--- src/rtl/adder_mon_pkg.sv ---
// adder_mon_pkg
// Shared definitions for the adder scoreboard monitor.
//   res_width()   : result width for a given operand width (carry bit included);
//                   used by the monitor to build its result type.
//   DEF_WIDTH     : default operand width.
//   RES_W         : result width at the default operand width.
//   OVF/UNF/FIRST : bit positions inside the sticky-flag vector.
package adder_mon_pkg;

  localparam int DEF_WIDTH = 4;

  // A sum of two WIDTH-bit operands needs one extra bit for the carry.
  function automatic int res_width(input int width);
    return width + 1;
  endfunction

  localparam int RES_W = res_width(DEF_WIDTH);

  // Sticky-flag vector layout.
  localparam int OVF    = 0;
  localparam int UNF    = 1;
  localparam int FIRST  = 2;
  localparam int FLAG_W = 3;

endpackage

--- src/rtl/mon_sync_fifo.sv ---
// mon_sync_fifo
// Single-clock FIFO holding the expected results, in order.
// Ports:
//   clk, rst      : clock; synchronous active-high reset (empties the queue)
//   push, wdata   : request to write wdata at the tail
//   pop           : request to remove the head
//   rdata         : current head (valid while empty is low)
//   full, empty   : occupancy status before this cycle's push/pop
//   count         : number of stored entries
// A pop on an empty queue is ignored. A push while full is accepted only when
// a pop happens in the same cycle; otherwise it is dropped.
module mon_sync_fifo #(
  parameter int DEPTH = 8,
  parameter int W     = 5
) (
  input  logic                       clk,
  input  logic                       rst,
  input  logic                       push,
  input  logic [W-1:0]               wdata,
  input  logic                       pop,
  output logic [W-1:0]               rdata,
  output logic                       full,
  output logic                       empty,
  output logic [$clog2(DEPTH+1)-1:0] count
);

  localparam int PTR_W = $clog2(DEPTH);
  localparam int CNT_W = $clog2(DEPTH+1);

  logic [W-1:0]     mem [DEPTH];
  logic [PTR_W-1:0] wr_ptr;
  logic [PTR_W-1:0] rd_ptr;
  logic             do_push;
  logic             do_pop;

  assign empty   = (count == '0);
  assign full    = (count == CNT_W'(DEPTH));
  assign do_pop  = pop && !empty;
  assign do_push = push && (!full || do_pop);
  assign rdata   = mem[rd_ptr];

  // DEPTH is a power of two, so the pointers wrap naturally.
  always_ff @(posedge clk) begin
    if (rst) begin
      wr_ptr <= '0;
      rd_ptr <= '0;
      count  <= '0;
    end else begin
      if (do_push) wr_ptr <= wr_ptr + 1'b1;
      if (do_pop)  rd_ptr <= rd_ptr + 1'b1;
      case ({do_push, do_pop})
        2'b10:   count <= count + 1'b1;
        2'b01:   count <= count - 1'b1;
        default: count <= count;
      endcase
    end
  end

  // Storage needs no reset; only entries between the pointers are ever read.
  always_ff @(posedge clk) begin
    if (do_push) mem[wr_ptr] <= wdata;
  end

endmodule

--- src/rtl/adder_scoreboard_monitor.sv ---
// adder_scoreboard_monitor
// Passive scoreboard beside the adder. Every accepted operand pair queues its
// expected sum; every DUT result is compared with the oldest queued sum.
// Ports:
//   clk, rst              : clock; synchronous active-high reset (wins over clear)
//   in_valid, a, b        : DUT accepted operands this cycle
//   out_valid, c          : DUT result this cycle
//   clear                 : zero counters, sticky flags and capture registers
//   pass_cnt, fail_cnt    : saturating match / mismatch counters
//   pending               : queued expected results
//   overflow, underflow   : sticky protocol flags
//   err_valid/exp/act     : one-cycle mismatch pulse with the values compared
//   first_valid/exp/act   : first mismatch since reset or clear
// Handshake: in_valid and out_valid are qualifiers only. Each is sampled on
// one rising edge and means one transaction; there is no ready, and the
// monitor never stalls the DUT.
module adder_scoreboard_monitor
  import adder_mon_pkg::*;
#(
  parameter int WIDTH = 4,
  parameter int DEPTH = 8,
  parameter int CNT_W = 16
) (
  input  logic                       clk,
  input  logic                       rst,
  input  logic                       in_valid,
  input  logic [WIDTH-1:0]           a,
  input  logic [WIDTH-1:0]           b,
  input  logic                       out_valid,
  input  logic [WIDTH:0]             c,
  input  logic                       clear,
  output logic [CNT_W-1:0]           pass_cnt,
  output logic [CNT_W-1:0]           fail_cnt,
  output logic [$clog2(DEPTH+1)-1:0] pending,
  output logic                       overflow,
  output logic                       underflow,
  output logic                       err_valid,
  output logic [WIDTH:0]             err_exp,
  output logic [WIDTH:0]             err_act,
  output logic [WIDTH:0]             first_exp,
  output logic [WIDTH:0]             first_act,
  output logic                       first_valid
);

  localparam int RW = res_width(WIDTH);
  typedef logic [RW-1:0] res_t;

  res_t              exp_sum;
  res_t              head;
  logic              full;
  logic              empty;
  logic              do_pop;
  logic              push_dropped;
  logic              mismatch;
  logic [FLAG_W-1:0] flags;

  // Zero-extend both operands so the carry lands in the top bit.
  assign exp_sum = {1'b0, a} + {1'b0, b};

  mon_sync_fifo #(
    .DEPTH (DEPTH),
    .W     (RW)
  ) u_fifo (
    .clk   (clk),
    .rst   (rst),
    .push  (in_valid),
    .wdata (exp_sum),
    .pop   (out_valid),
    .rdata (head),
    .full  (full),
    .empty (empty),
    .count (pending)
  );

  // Emptiness is judged before this cycle's push, so a same-cycle push is
  // never compared against the result arriving with it.
  assign do_pop       = out_valid && !empty;
  assign push_dropped = in_valid && full && !do_pop;
  assign mismatch     = do_pop && (head != c);

  assign overflow    = flags[OVF];
  assign underflow   = flags[UNF];
  assign first_valid = flags[FIRST];

  always_ff @(posedge clk) begin
    if (rst || clear) begin
      pass_cnt  <= '0;
      fail_cnt  <= '0;
      flags     <= '0;
      err_valid <= 1'b0;
      err_exp   <= '0;
      err_act   <= '0;
      first_exp <= '0;
      first_act <= '0;
    end else begin
      err_valid <= 1'b0;
      if (push_dropped)         flags[OVF] <= 1'b1;
      if (out_valid && empty)   flags[UNF] <= 1'b1;
      if (do_pop) begin
        if (mismatch) begin
          if (fail_cnt != '1) fail_cnt <= fail_cnt + 1'b1;
          err_valid <= 1'b1;
          err_exp   <= head;
          err_act   <= c;
          if (!flags[FIRST]) begin
            flags[FIRST] <= 1'b1;
            first_exp    <= head;
            first_act    <= c;
          end
        end else begin
          if (pass_cnt != '1) pass_cnt <= pass_cnt + 1'b1;
        end
      end
    end
  end

endmodule
--- config.mk ---
export PLATFORM = sky130hd
export DESIGN_NAME = adder_scoreboard_monitor
export DESIGN_NICKNAME = d
export VERILOG_FILES = /design/src/rtl/adder_mon_pkg.sv /design/src/rtl/mon_sync_fifo.sv /design/src/rtl/adder_scoreboard_monitor.sv
export SDC_FILE = /design/constraint.sdc
export NUM_CORES = 1
export LEC_CHECK = 0
export ABC_AREA = 1
export BUFFER_PORTS_ARGS = -buffer_cell sky130_fd_sc_hd__buf_4
export CAP_MARGIN = 5
export CORE_AREA = 2 2 100 102
export CTS_BUF_LIST = sky130_fd_sc_hd__clkbuf_8
export CTS_CLUSTER_SIZE = 8
export DETAILED_ROUTE_END_ITERATION = 10
export DIE_AREA = 0 0 102 104
export HOLD_SLACK_MARGIN = 0.15
export PLACE_DENSITY = 0.92
export SLEW_MARGIN = 10
export SYNTH_ARGS = -nofsm -noshare
export SYNTH_HDL_FRONTEND = slang
export SYNTH_SLANG_ARGS = --single-unit
--- constraint.sdc ---
create_clock -name clk -period 5.9 [get_ports clk]
set_input_delay 0.885 -clock clk [delete_from_list [all_inputs] [get_ports clk]]
set_output_delay 0.885 -clock clk [all_outputs]
set_load 0.01 [all_outputs]
==> impl_metrics.toml, run 1 <==
[timing]
slew_headroom = 0.477
report.final.setup_viol = 0
worst-slew-pin-transition_ns = 0.776
grt_setup_unrepaired = "no"
achievable-frequency_ghz = 0.333
timing.setup.tns_ns = 0
clock-skew-final_ns = 0.0151
timing.final.ws_setup_ns = 2.90
fin_crit_sh = 0.508
report.final.hold_viol_count = 0
number_of_pins_with_negative_max_slew_slack_in_the_final_report = 0
timing.final.crit_period_ns = 3.00
whs_ns = 0.464

[die]
initial_core_utilization = 0.587
die_h_um = 104
core_area_mm2 = 0.00955
ioPinCount = 78
die_width_um = 102
die_area_mm2 = 0.0106
floorplan.rows = 36

[synth]
yosys.cell_types.count = 32
synth.ff_latch_count = 109
number_of_enable_flip_flop_cells_after_synthesis = 40
yosys_most_used_dff = "sky130_fd_sc_hd__dfxtp_1"
yosys_warnings = 0
synth.most_common_cell = "sky130_fd_sc_hd__nand2_1"
synth.top_cell.area_share = 0.246
post_synth_instance_area_mm2 = 0.00560
share_of_synthesized_area_occupied_by_flip_flops_and_latches = 0.461
synthDominantAreaCellType = "sky130_fd_sc_hd__dfxtp_1"
asyncSetResetFlopFracSynth = 0
yosys-top-cells-count = "sky130_fd_sc_hd__nand2_1, sky130_fd_sc_hd__inv_1, sky130_fd_sc_hd__nor2_1, sky130_fd_sc_hd__dfxtp_1, sky130_fd_sc_hd__nand3_1"
syn_inst = 770
postSynthAreaPerCell_um2 = 7.28
synth.net_count = 800
synth_top_cells_by_area = "sky130_fd_sc_hd__dfxtp_1, sky130_fd_sc_hd__edfxtp_1, sky130_fd_sc_hd__nand2_1"

[setup_path]
critPathMostFrequentCell = "sky130_fd_sc_hd__nand2_1"
cp-start-kind = "flip-flop"
cp_top_family = "simple AND/OR/NAND/NOR gates"
worstPathRequired_ns = 6.20
capture_instance_of_the_worst_register_to_register_path = "err_act[3]$_SDFFE_PP0P_"
cpMaxStageDelayCell = "sky130_fd_sc_hd__dfxtp_1"
crit_path_end_kind = "flip-flop"
ff2ff_path_depth = 12
reg2reg_slack_ns = 2.90
cp_data_arrival_time_ns = 3.30
combined_buffer_and_inverter_count_along_the_critical_path = 1
path_class = "reg -> reg"
crit_path_cell_trace = "inv_2 -> nand2_1 -> nand3_1 -> nand3_1 -> nand2_1 -> nand2_1 -> nand2_1 -> nor2_1 -> nand3_2 -> nand2_1 -> o21ai_0 -> nor2_1"
crit_path_max_fanout = 30
critical_path.max_stage_delay_ns = 0.74

[global_route]
antenna_found_initial = 0
grt_pass1_wl_um = 19700
gr-usage-all-layers = 0.224
grt_pass1_vias = 4462
grt-ovfl-total = 0
maximum_number_of_pins_on_one_net_before_global_route_repair = 53

[routing]
drt_pre_antenna_iters = 5
avgRoutedWirePerCell_um = 12.1
vias_per_cell = 5.06
vias = 4922
initialDrtViolationCount = 242
drc = 0
route.final.wire_length_um = 11700
route.antenna.remaining_nets = 0

[cts]
cts.clk_slew.worst_paths_ns = 0.10
cts_max_path_buffers = 2
cts_tree = "built"
htree_num_levels = 3
tritoncts.num_buffers = 9
cts_post_setup_buffers_inserted = 0
clock_latency_ns = 0.37
clock_sink_count = 109
cts_resized = 0
cts.hold.buffers_added = 0
cts.root.buffer_cell = "sky130_fd_sc_hd__clkbuf_8"

[worst_hold_path]
whs_path_depth = 2
hold_path_end = "flags[1]$_SDFFE_PP0P_"
timing.hold.worst.class = "reg -> reg"
hold_path.startpoint = "flags[1]$_SDFFE_PP0P_"

[finish]
regArea_mm2 = 0.00258
final_layout_size_suffix_gt1_frac = 0.131
fill_cells = 798
n_antenna_cell = 0
final_net_count = 864
finish.utilization = 0.672
flow.area_growth_from_synthesis_pct = 14.5
final_cells = 972
multiInputGateArea_mm2 = 0.00233
design_area_mm2 = 0.00642

[power]
cellLeakagePower_nw = 2.97
peakVddDrop_v = 0.000270
power_density_mw_per_mm2 = 305
total_power_mw = 1.96

[placed_design]
gp_routability_congestion = 0.903
place.port_buffers = 77
hpwl_um = 8580
placedCellCount = 956
dpl-instance-area_mm2 = 0.00622
placement.setup.worst_slack_ns = 2.95

[job]
max_cap_viol_count = 0

[run_status]
result_of_the_run = "finished, final reports clean"
[worst max path at each step]
| stage | depth (start not counted) | from | to | slack (ns) |
|---|---|---|---|---|
| CTS | 12 | flip-flop | err_act[3]$_SDFFE_PP0P_ | 2.94 |
| global route | 12 | flip-flop | err_act[3]$_SDFFE_PP0P_ | 2.59 |
| global placement | 13 | flip-flop | first_exp[1]$_SDFFE_PP0P_ | 3.08 |
| detailed placement | 12 | flip-flop | err_act[3]$_SDFFE_PP0P_ | 2.95 |
| floorplan | 11 | out_valid | u_fifo.count[2]$_SDFFE_PP0P_ | 3.16 |
| finish | 12 | flip-flop | err_act[3]$_SDFFE_PP0P_ | 2.90 |
[power by group]
part | leakage [nW] | internal (mW) | total [mW] | switching, mW
Clock | 0.0968 | 0.199 | 0.461 | 0.262
Combinational | 1.95 | 0.201 | 0.596 | 0.396
Sequential | 0.923 | 0.846 | 0.902 | 0.0555
[sequential cells by signal, indices dropped and copies added (netlist names), named ones only]
signal / count
err_act: 5
err_exp: 5
err_valid: 1
fail_cnt: 16
first_act: 5
first_exp: 5
flags: 3
pass_cnt: 16
u_fifo.count: 4
u_fifo.mem: 40
u_fifo.rd_ptr: 3
u_fifo.wr_ptr: 3
[worst register-to-register path, delay by kind of cell, from the launching register on]
kind | cells | cell delay, ns
compound gates | 1 | 0.13
flops | 1 | 0.74
simple gates | 10 | 1.78
buf+inv | 1 | 0.30
[layer usage]
metal	vias to the layer above	part of all wire	global-route usage
met2	123	0.47	0.365
li1	2537	-	-
met1	2246	0.47	0.313
met4	0	0.015	0.0667
met5	-	0	0
met3	16	0.046	0.0255
[cell type report]
type	count	area share
Clock buffer	9	0.0193
Sequential cell	109	0.402
Tap cell	133	0.0259
Clock inverter	7	0.0115
Timing Repair Buffer	79	0.0924
Inverter	146	0.0854
Multi-Input combinational cell	489	0.363
[cell families (layout without fill, tap and decap cells)]
family / count (synthesis) / count (layout) / share of synthesized area
xor+xnor: 7 / 7 / 0.0109
fa+ha+maj: 12 / 12 / 0.0281
flops: 109 / 109 / 0.461
buf+inv: 172 / 241 / 0.127
simple gates: 439 / 439 / 0.344
compound gates: 31 / 31 / 0.0292
[cells in the final DEF (no fill, tap or decap), types with 2 or more instances in the layout]
cell,n
sky130_fd_sc_hd__ha_1,11
sky130_fd_sc_hd__nand4_1,39
sky130_fd_sc_hd__buf_4,79
sky130_fd_sc_hd__or2_2,2
sky130_fd_sc_hd__nor2_2,2
sky130_fd_sc_hd__clkinv_1,2
sky130_fd_sc_hd__nor3b_1,4
sky130_fd_sc_hd__nand3b_1,2
sky130_fd_sc_hd__xor2_1,4
sky130_fd_sc_hd__inv_1,143
sky130_fd_sc_hd__nand2_1,203
sky130_fd_sc_hd__o21a_1,2
sky130_fd_sc_hd__nand3_1,61
sky130_fd_sc_hd__clkbuf_8,9
sky130_fd_sc_hd__dfxtp_1,69
sky130_fd_sc_hd__edfxtp_1,40
sky130_fd_sc_hd__o21ai_1,2
sky130_fd_sc_hd__nor3_1,11
sky130_fd_sc_hd__a21oi_1,12
sky130_fd_sc_hd__inv_2,3
sky130_fd_sc_hd__nand3_2,8
sky130_fd_sc_hd__xnor2_1,3
sky130_fd_sc_hd__nor2_1,104
sky130_fd_sc_hd__o21ai_0,13
Note: power is estimated with default switching activity, not from simulation.
==> run 2, diff against run 1 <==
==> constraint.sdc (replaced) <==
create_clock -name clk -period 2.8 [get_ports clk]
set_input_delay 0.42 -clock clk [delete_from_list [all_inputs] [get_ports clk]]
set_output_delay 0.42 -clock clk [all_outputs]
set_load 0.01 [all_outputs]
==> impl_metrics.toml, run 2 (synthesized netlist as in run 1, its figures left out) <==
[worst_hold_path]
timing.hold.worst.class = "in -> reg"

[cts]
cts_resized = 0
cts.root.buffer_cell = "sky130_fd_sc_hd__clkbuf_8"
cts_max_path_buffers = 2
cts_post_setup_buffers_inserted = 0
tritoncts.num_buffers = 9
cts.hold.buffers_added = 0
clock_sink_count = 109
cts_tree = "built"
cts.clk_slew.worst_paths_ns = 0.10
htree_num_levels = 3
clock_latency_ns = 0.37

[placed_design]
gp_routability_congestion = 0.900
hpwl_um = 8460
placement.setup.worst_slack_ns = 0.521
place.port_buffers = 77

[setup_path]
worstPathRequired_ns = 3.06
cp_data_arrival_time_ns = 2.56
path_class = "reg -> reg"
crit_path_max_fanout = 8
crit_path_end_kind = "flip-flop"
cp-start-kind = "flip-flop"

[routing]
initialDrtViolationCount = 278
avgRoutedWirePerCell_um = 11.9
drt_pre_antenna_iters = 6
vias = 4931
drc = 0
route.final.wire_length_um = 11600
route.antenna.remaining_nets = 0
vias_per_cell = 5.04

[finish]
n_antenna_cell = 0
layout.cells.most_common = "sky130_fd_sc_hd__nand2_1"
final_layout_size_suffix_gt1_frac = 0.140
largestRegisters = "u_fifo.mem (40), fail_cnt (16), pass_cnt (16)"
largest_register_ffs = 40
mostFrequentLayoutCells = "sky130_fd_sc_hd__nand2_1, sky130_fd_sc_hd__inv_1, sky130_fd_sc_hd__nor2_1"
finish.utilization = 0.676
flow.area_growth_from_synthesis_pct = 15.2
final_net_count = 870
top_register = "u_fifo.mem"

[timing]
worst-slew-pin-transition_ns = 0.839
timing.setup.tns_ns = 0
fin_crit_sh = 0.821
report.final.hold_viol_count = 0
number_of_pins_with_negative_max_slew_slack_in_the_final_report = 0
report.final.setup_viol = 0
timing.final.crit_period_ns = 2.30
whs_ns = 0.318
grt_setup_unrepaired = "no"
timing.final.ws_setup_ns = 0.502
slew_headroom = 0.436
achievable-frequency_ghz = 0.435
clock-skew-final_ns = 0.0136

[die]
ioPinCount = 78
die_area_mm2 = 0.0106
core_area_mm2 = 0.00955
floorplan.rows = 36
initial_core_utilization = 0.587
die_h_um = 104
die_width_um = 102

[power]
total_power_mw = 4.12
power_density_mw_per_mm2 = 638
peakVddDrop_v = 0.000486
cellLeakagePower_nw = 3.00

[global_route]
grt_pass1_wl_um = 19600
antenna_found_initial = 0
maximum_number_of_pins_on_one_net_before_global_route_repair = 45
grt-ovfl-total = 0
gr-usage-all-layers = 0.225
grt_pass1_vias = 4518

[job]
max_cap_viol_count = 0

[run_status]
result_of_the_run = "finished, final reports clean"
run 2: cell count changes in the layout (fill, tap and decap cells not counted), sizes merged:
| cell | change |
|---|---|
| inv | +1 |
| bufinv | -1 |
| buf | +6 |
| clkinv | -2 |
| clkbuf | +2 |
run 2: worst max-delay path: stages (launching register included):
cell,delay [ns]
sky130_fd_sc_hd__dfxtp_1,0.38
sky130_fd_sc_hd__nor2_1,0.28
sky130_fd_sc_hd__nand4_1,0.19
sky130_fd_sc_hd__nand2_1,0.25
sky130_fd_sc_hd__ha_1,0.27
sky130_fd_sc_hd__xor2_1,0.22
sky130_fd_sc_hd__ha_1,0.18
sky130_fd_sc_hd__a21oi_1,0.05
sky130_fd_sc_hd__xor2_1,0.17
sky130_fd_sc_hd__o21ai_0,0.16
sky130_fd_sc_hd__inv_1,0.05
run 2: path summary, 6_finish.rpt:
| kind | slack, ns | to | cells after the start | start |
|---|---|---|---|---|
| worst max-delay path | 0.50 | u_fifo.count[2]$_SDFFE_PP0P_ | 10 | u_fifo.count[0]$_SDFFE_PP0P_ |
| worst min-delay path | 0.32 | first_act[1]$_SDFFE_PP0P_ | 3 | c[1] |
| worst max register to register | 0.50 | u_fifo.count[2]$_SDFFE_PP0P_ | 10 | u_fifo.count[0]$_SDFFE_PP0P_ |
| worst min register to register | 0.47 | flags[1]$_SDFFE_PP0P_ | 2 | flags[1]$_SDFFE_PP0P_ |
run 2: per-layer routing:
metal | global-route usage | vias to the layer above | part of all wire
met2 | 0.360 | 163 | 0.46
met3 | 0.0228 | 24 | 0.054
met5 | 0 | - | 0
met4 | 0.103 | 0 | 0.025
met1 | 0.306 | 2199 | 0.46
li1 | - | 2545 | -
run 2: power breakdown:
group | total [mW] | internal (mW) | switching [mW]
sequential | 1.87 | 1.78 | 0.0867
clock | 0.926 | 0.382 | 0.544
combinational | 1.32 | 0.449 | 0.876
run 2: cell type report:
type	instances	area [um^2]
fill	769	3090
sequential	109	2580
multi-input combinational	489	2330
timing repair buffer	85	638
inverter	146	548
tap	133	166
clock buffer	11	151
clock inverter	5	40.0
run 2: through the flow:
stage	cells	cell area [um^2]
floorplan	770	5600
global placement	962	6260
detailed placement	962	6260
CTS	978	6450
global route	978	6450
finish	978	6450
